===== src/rtl/hazard_ctrl.sv =====
// Load-use interlock and ALU operand forwarding controller for a 5-stage pipeline.
// A shadow copy of the EX/MEM/WB destination fields drives hazard detection and forwarding.
module hazard_ctrl #(
    parameter int CNT_W = 16
) (
    input  logic             clk,
    input  logic             rst,
    input  logic             id_valid,
    input  logic [4:0]       id_rs,
    input  logic [4:0]       id_rt,
    input  logic             id_uses_rs,
    input  logic             id_uses_rt,
    input  logic [4:0]       id_dst,
    input  logic             id_wen,
    input  logic             id_load,
    input  logic             flush,
    input  logic             mem_hold,
    output logic             pc_hold,
    output logic             ex_bubble,
    output logic [1:0]       fwd_a,
    output logic [1:0]       fwd_b,
    output logic [CNT_W-1:0] stall_cnt
);

    typedef struct packed {
        logic       valid;
        logic [4:0] dst;
        logic       wen;
        logic       load;
    } stage_t;

    stage_t ex_q, mem_q, wb_q;
    stage_t ex_d;

    logic             lu_stall;
    logic             issue;
    logic [CNT_W-1:0] stall_cnt_q, stall_cnt_d;

    // Register 0 is hard-wired, so a stage never "produces" it.
    function automatic logic writes(input stage_t s, input logic [4:0] r);
        return s.valid && s.wen && (s.dst == r) && (r != 5'd0);
    endfunction

    always_comb begin
        lu_stall  = id_valid && ex_q.load &&
                    ((writes(ex_q, id_rs) && id_uses_rs) ||
                     (writes(ex_q, id_rt) && id_uses_rt));
        pc_hold   = mem_hold || (lu_stall && !flush);
        ex_bubble = !mem_hold && (flush || lu_stall || !id_valid);
        issue     = !ex_bubble && !mem_hold;
    end

    always_comb begin
        ex_d = '0;
        if (issue) begin
            ex_d.valid = 1'b1;
            ex_d.dst   = id_dst;
            ex_d.wen   = id_wen;
            ex_d.load  = id_load;
        end
    end

    always_ff @(posedge clk) begin
        if (rst) begin
            ex_q  <= '0;
            mem_q <= '0;
            wb_q  <= '0;
        end else if (!mem_hold) begin
            ex_q  <= ex_d;
            mem_q <= ex_q;
            wb_q  <= mem_q;
        end
    end

    // The load flag only matters while the producer sits in EX.
    logic unused_load;
    assign unused_load = mem_q.load ^ wb_q.load;

    genvar gi;
    generate
        for (gi = 0; gi < 2; gi++) begin : g_fwd
            logic [4:0] src;
            logic       use_src;
            logic [1:0] fwd_q, fwd_d;

            assign src     = (gi == 0) ? id_rs : id_rt;
            assign use_src = (gi == 0) ? id_uses_rs : id_uses_rt;

            // Nearest producer wins; EX cannot hold a load here since that case stalls.
            always_comb begin
                fwd_d = 2'b00;
                if (issue && use_src) begin
                    if (writes(ex_q, src))       fwd_d = 2'b01;
                    else if (writes(mem_q, src)) fwd_d = 2'b10;
                    else if (writes(wb_q, src))  fwd_d = 2'b11;
                end
            end

            always_ff @(posedge clk) begin
                if (rst)            fwd_q <= 2'b00;
                else if (!mem_hold) fwd_q <= fwd_d;
            end
        end
    endgenerate

    assign fwd_a = g_fwd[0].fwd_q;
    assign fwd_b = g_fwd[1].fwd_q;

    always_comb begin
        stall_cnt_d = stall_cnt_q;
        if (lu_stall && !flush && !(&stall_cnt_q))
            stall_cnt_d = stall_cnt_q + 1'b1;
    end

    always_ff @(posedge clk) begin
        if (rst)            stall_cnt_q <= '0;
        else if (!mem_hold) stall_cnt_q <= stall_cnt_d;
    end

    assign stall_cnt = stall_cnt_q;

endmodule


===== config.mk =====
export PLATFORM = sky130hd
export DESIGN_NAME = hazard_ctrl
export DESIGN_NICKNAME = d
export VERILOG_FILES = /design/src/rtl/hazard_ctrl.sv
export SDC_FILE = /design/constraint.sdc
export NUM_CORES = 1
export LEC_CHECK = 0
export ABC_AREA = 1
export BUFFER_PORTS_ARGS = -buffer_cell sky130_fd_sc_hd__clkbuf_2
export CORE_UTILIZATION = 40
export DETAILED_ROUTE_END_ITERATION = 16
export MAX_ROUTING_LAYER = met4
export PLACE_DENSITY_LB_ADDON = 0.08
export SYNTH_ARGS = -nofsm -noshare
export SYNTH_HDL_FRONTEND = slang
export SYNTH_SLANG_ARGS = --single-unit

===== constraint.sdc =====
create_clock -name clk -period 2.25 [get_ports clk]
set_clock_uncertainty 0.1 [all_clocks]
set_input_delay 0.45 -clock clk [delete_from_list [all_inputs] [get_ports clk]]
set_output_delay 0.45 -clock clk [all_outputs]
set_load 0.01 [all_outputs]

=== Word-level counts from Yosys, hierarchy flattened ===
Cells that the tools add are included.

* Add/sub/neg operators: 1
* Equal/unequal tests: 6
* Mux-type cells: 9
* Bitwise gates (word level): 1
* Reduce and logical (&&, ||, !) cells: 38

{| class="wikitable"
|+ Operators with widths
! kind !! count
|-
| $eq A5 B5 Y1 || 6
|-
| $logic_and A1 B1 Y1 || 25
|-
| $add A16 B1 Y16 const B || 1
|-
| $mux W2 || 8
|-
| $reduce_and A16 Y1 || 1
|-
| $reduce_bool A5 Y1 || 2
|-
| $mux W8 || 1
|-
| $logic_not A1 Y1 || 5
|-
| $logic_or A1 B1 Y1 || 4
|-
| $reduce_and A2 Y1 || 1
|-
| $not A1 Y1 || 1
|}

* Flip-flop bits (word level): 42
* Bits of input ports: 24
* Output and inout bits: 22
* Logic and storage cells: 68

=== Longest topological paths before layout ===
* Word-level depth: 13
* Depth in mapped cells: 14

=== Worst setup path after synthesis ===
OpenSTA, ideal clock, no wires.

* Path type: input -> output
* From: input port id_rs[2]
* To: output port pc_hold
* Arrival time: 1.273 ns
* Slack: 0.427 ns
* Stages: 9
* Buffers on the path: 0
* Cell sequence: inv_1 > nand2_1 > nand2_1 > nand2_1 > nor2_1 > nand3_1 > nand2_2 > nand2_4 > o21ai_0

* Longest elaborated chain between the ends: 8

{| class="wikitable"
|+ Ends and longest elaborated chain
! element !! line !! text
|-
| start, declared || 9 || <nowiki>input logic [4:0] id_rs,</nowiki>
|-
| $eq A5 B5 Y1 || 41 || <nowiki>return s.valid && s.wen && (s.dst == r) && (r != 5'd0);</nowiki>
|-
| $logic_and A1 B1 Y1 || 41 ||
|-
| $logic_and A1 B1 Y1 (*) || 41 ||
|-
| $logic_and A1 B1 Y1 (*) || 46 || <nowiki>((writes(ex_q, id_rs) && id_uses_rs) ||</nowiki>
|-
| $logic_or A1 B1 Y1 (*) || 46 ||
|-
| $logic_and A1 B1 Y1 (*) || 45 || <nowiki>lu_stall = id_valid && ex_q.load &&</nowiki>
|-
| $logic_and A1 B1 Y1 (*) || 48 || <nowiki>pc_hold = mem_hold || (lu_stall && !flush);</nowiki>
|-
| $logic_or A1 B1 Y1 (*) || 48 ||
|-
| end, declared || 18 || <nowiki>output logic pc_hold,</nowiki>
|}

Every way passes the cells marked *; elsewhere a longest branch is shown, timed or not.

=== Worst setup path in the final report ===
* From: register ex_q[5] (netlist bit)
* To: output port ex_bubble

* Longest elaborated chain between the ends: 9

{| class="wikitable"
|+ Ends and longest elaborated chain
! element !! line !! text
|-
| start, declared || 32 || <nowiki>stage_t ex_q, mem_q, wb_q;</nowiki>
|-
| start signal, assigned || 65 || <nowiki>ex_q <= '0;</nowiki>
|-
| start signal, assigned || 69 || <nowiki>ex_q <= ex_d;</nowiki>
|-
| $eq A5 B5 Y1 || 41 ||
|-
| $logic_and A1 B1 Y1 (2 in a row) || 41 ||
|-
| $logic_and A1 B1 Y1, on equally long branches || 46, 47 ||
|-
| $logic_or A1 B1 Y1 (*) || 46 ||
|-
| $logic_and A1 B1 Y1 (*) || 45 ||
|-
| $logic_or A1 B1 Y1 (*) (2 in a row) || 49 || <nowiki>ex_bubble = !mem_hold && (flush || lu_stall || !id_valid);</nowiki>
|-
| $logic_and A1 B1 Y1 (*) || 49 ||
|-
| end, declared || 19 || <nowiki>output logic ex_bubble,</nowiki>
|}

Marked as above.

==> results.ini <==
[route]
final_antenna_net_count = 0
drt_iter0_markers = 159
routed_wl_mm = 6.139
num_vias = 2386
drcViolationCount = 0
drtPass1Iterations = 4
via_per_inst = 4.830
wl_per_cell_um = 12.43

[floorplanning]
dieArea_um2 = 6589
io_pins = 46
die_h_um = 81.18
die_w_um = 81.18
initial_core_util_pct = 41.85
rows = 28
core_area_um2 = 5991

[place]
routabilityCongestion = 0.9408
pre_cts_ws_ns = 0.1238
dp_hpwl_mm = 4.562
place_inst = 482
postPlaceCellArea_um2 = 2836
io_buffers = 45

[critical_path]
cp-startpoint = ex_q[5]$_SDFFE_PP0N_
r2r_end = stall_cnt[10]$_SDFFE_PP0P_
r2r_setup_slack_ns = 0.36
critPathRequiredTime_ns = 1.70
arrival_ns = 1.59
crit_type = flip-flop to primary output
endpoint_kind = primary output
r2r_start = stall_cnt[0]$_SDFFE_PP0P_
ff2ff_path_depth = 11
cp-start-kind = flip-flop
cp_max_fo = 5

[finish]
finalNetCount = 444
layoutNonFillerInstCount = 494
syn_to_final_growth_pct = 20.66
n_antenna_cell = 0
final_layout_size_suffix_gt1_share_pct = 29.36
fin_area_um2 = 3025
fill_cells = 614

[synth]
synth-edff-count = 0
yosysSeqAreaShare_pct = 33.53
yosys.area.top_type_share_pct = 33.53
synth_top_area_cell = dfxtp_1
synth-main-ff-cell = dfxtp_1
synth_warnings = 0
synth_seq_cells = 42
synthDistinctLibCells = 29
syn_nets = 393
yosysMostFrequentCell = nand2_1
synthCells = 368
synth_top_cells_by_area = dfxtp_1 34%, nand2_1 15%, xor2_1 6.3%
syn_area_per_cell_um2 = 6.814
async_flop_share_pct = 0
syn_area_um2 = 2507
synth_common_cells = 103 x nand2_1, 42 x dfxtp_1, 37 x nor2_1

[clock_network]
h-tree-depth = 2
cts_buffers = 5
cts.sinks = 42
path_clk_slew_ns = 0.08
cts_max_path_buffers = 2
holdBufCountCts = 0
clock_latency_ns = 0.30
cts_tree = built
ctsRootBufferMaster = clkbuf_8

[sta]
fin_ws_ns = 0.1090
setup_violations = 0
final-max-slew-violation-count = 0
max_slew_margin_pct = 60.95
hold_viol_final = 0
max_slew.worst_pin.slew_ns = 0.5858
min_period_ns = 2.141
fmaxAchievable_mhz = 467.1
fin_crit_sh_pct = 95.16

[worst_hold_path]
min_to = ex_q[5]$_SDFFE_PP0N_
hp-class = primary input to flip-flop
worstHoldStart = id_dst[3]
min_path_cells = 3

[global_route]
grt_pass1_wl_mm = 10.17
grt_antenna_before_repair = 0
overflow = 0
grt_pass1_vias = 2125
grt_usage_pct = 20.91
grt_max_degree = 26

[power_and_ir_drop]
p_leak_nw = 1.290
power_density_nw_per_um2 = 517.5
vdd_drop_max_v = 0.0002925
power_mw = 1.566

[flow_run]
maxCapViolCount = 0

[outcome]
outcome = finished, final reports clean

layer usage:
layer	vias up	wire length [µm]	GRT usage, %
li1	1269	-	-
met1	1051	3258	31.43
met2	61	2501	26.97
met3	5	327	4.944
met4	0	52	5.714
met5	-	0	-
worst max-delay path, stage by stage (launching register included):
cell	delay, ns
dfxtp_4	0.38
inv_2	0.05
nand2_2	0.06
nand2_1	0.05
inv_1	0.05
nand2_1	0.05
nor2_2	0.12
nand3_1	0.09
nand2_2	0.09
nand2_4	0.08
a21oi_4	0.17
buf_6	0.12
how the worst max path moves through the flow:
stage | to | cells past startpoint
after floorplan | pc_hold | 9
after global placement | ex_bubble | 9
after detailed placement | ex_bubble | 11
after CTS | pc_hold | 8
after global routing | ex_bubble | 11
final | ex_bubble | 11
stage by stage:
step	setup TNS (ns)	utilization, %	hold WS, ns
floorplan	0	-	0.3454
global placement	0	47.35	0.3534
detailed placement	0	47.35	0.3567
CTS	-0.007968	49.29	0.2613
global route	-0.03036	50.50	0.2528
finish	0	50.50	0.2670
sequential cells by signal, summed over array words and instances, names as in the netlist:
register and flops:
stall_cnt 16, ex_q 8, mem_q 7, wb_q 7, fwd_a 2, fwd_b 2
cells in the final DEF (no fill, tap or decap), types with 2 or more instances in the layout:
master,n
nand2_1,102
clkbuf_2,43
nor2_1,36
dfxtp_1,36
a21oi_1,24
inv_1,23
xor2_1,18
inv_2,15
nand2_2,14
nand3_1,13
xnor2_1,12
a21oi_2,10
buf_4,9
a211oi_1,8
nor2_2,7
clkbuf_8,6
nor3_1,5
nand4_1,5
dfxtp_2,4
nor4_1,3
o21ai_0,3
nand3b_1,2
nand2_4,2
o21ai_2,2
o22ai_1,2
a21boi_0,2
dfxtp_4,2
buf_12,2
cells by family after synthesis:
family / after synthesis / share of synthesized area [%]
AND/OR/NAND/NOR: 192 / 34.13
adder cells (fa/ha/maj): 1 / 0.4989
AO/OA/AOI/OAI: 52 / 13.12
buffers and inverters: 51 / 8.234
flip-flops: 42 / 33.53
XOR/XNOR: 30 / 10.48
cell type report:
cell class	count	area [µm²]	area share, %
clock inverter	1	30.03	0.9926
inverter	39	146.4	4.839
tap	75	93.84	3.102
timing repair buffer	56	339.1	11.21
sequential	42	853.3	28.21
clock buffer	6	82.58	2.730
multi-input combinational	275	1480	48.92
report_power, final:
part	internal, mW	switching, mW	total, mW
logic	0.0690	0.102	0.171
clock network	0.355	0.267	0.623
registers	0.756	0.0166	0.772
what timing repair did:
item                                    in CTS  in global routing
pin swaps                                    0                  7
resized for setup                            3                 16
setup buffers                                0                  5
gates cloned                                 0                  0
hold endpoints to repair                     0                  0
endpoints found under the setup margin       2                  2
(Power assumes the default switching activity.)
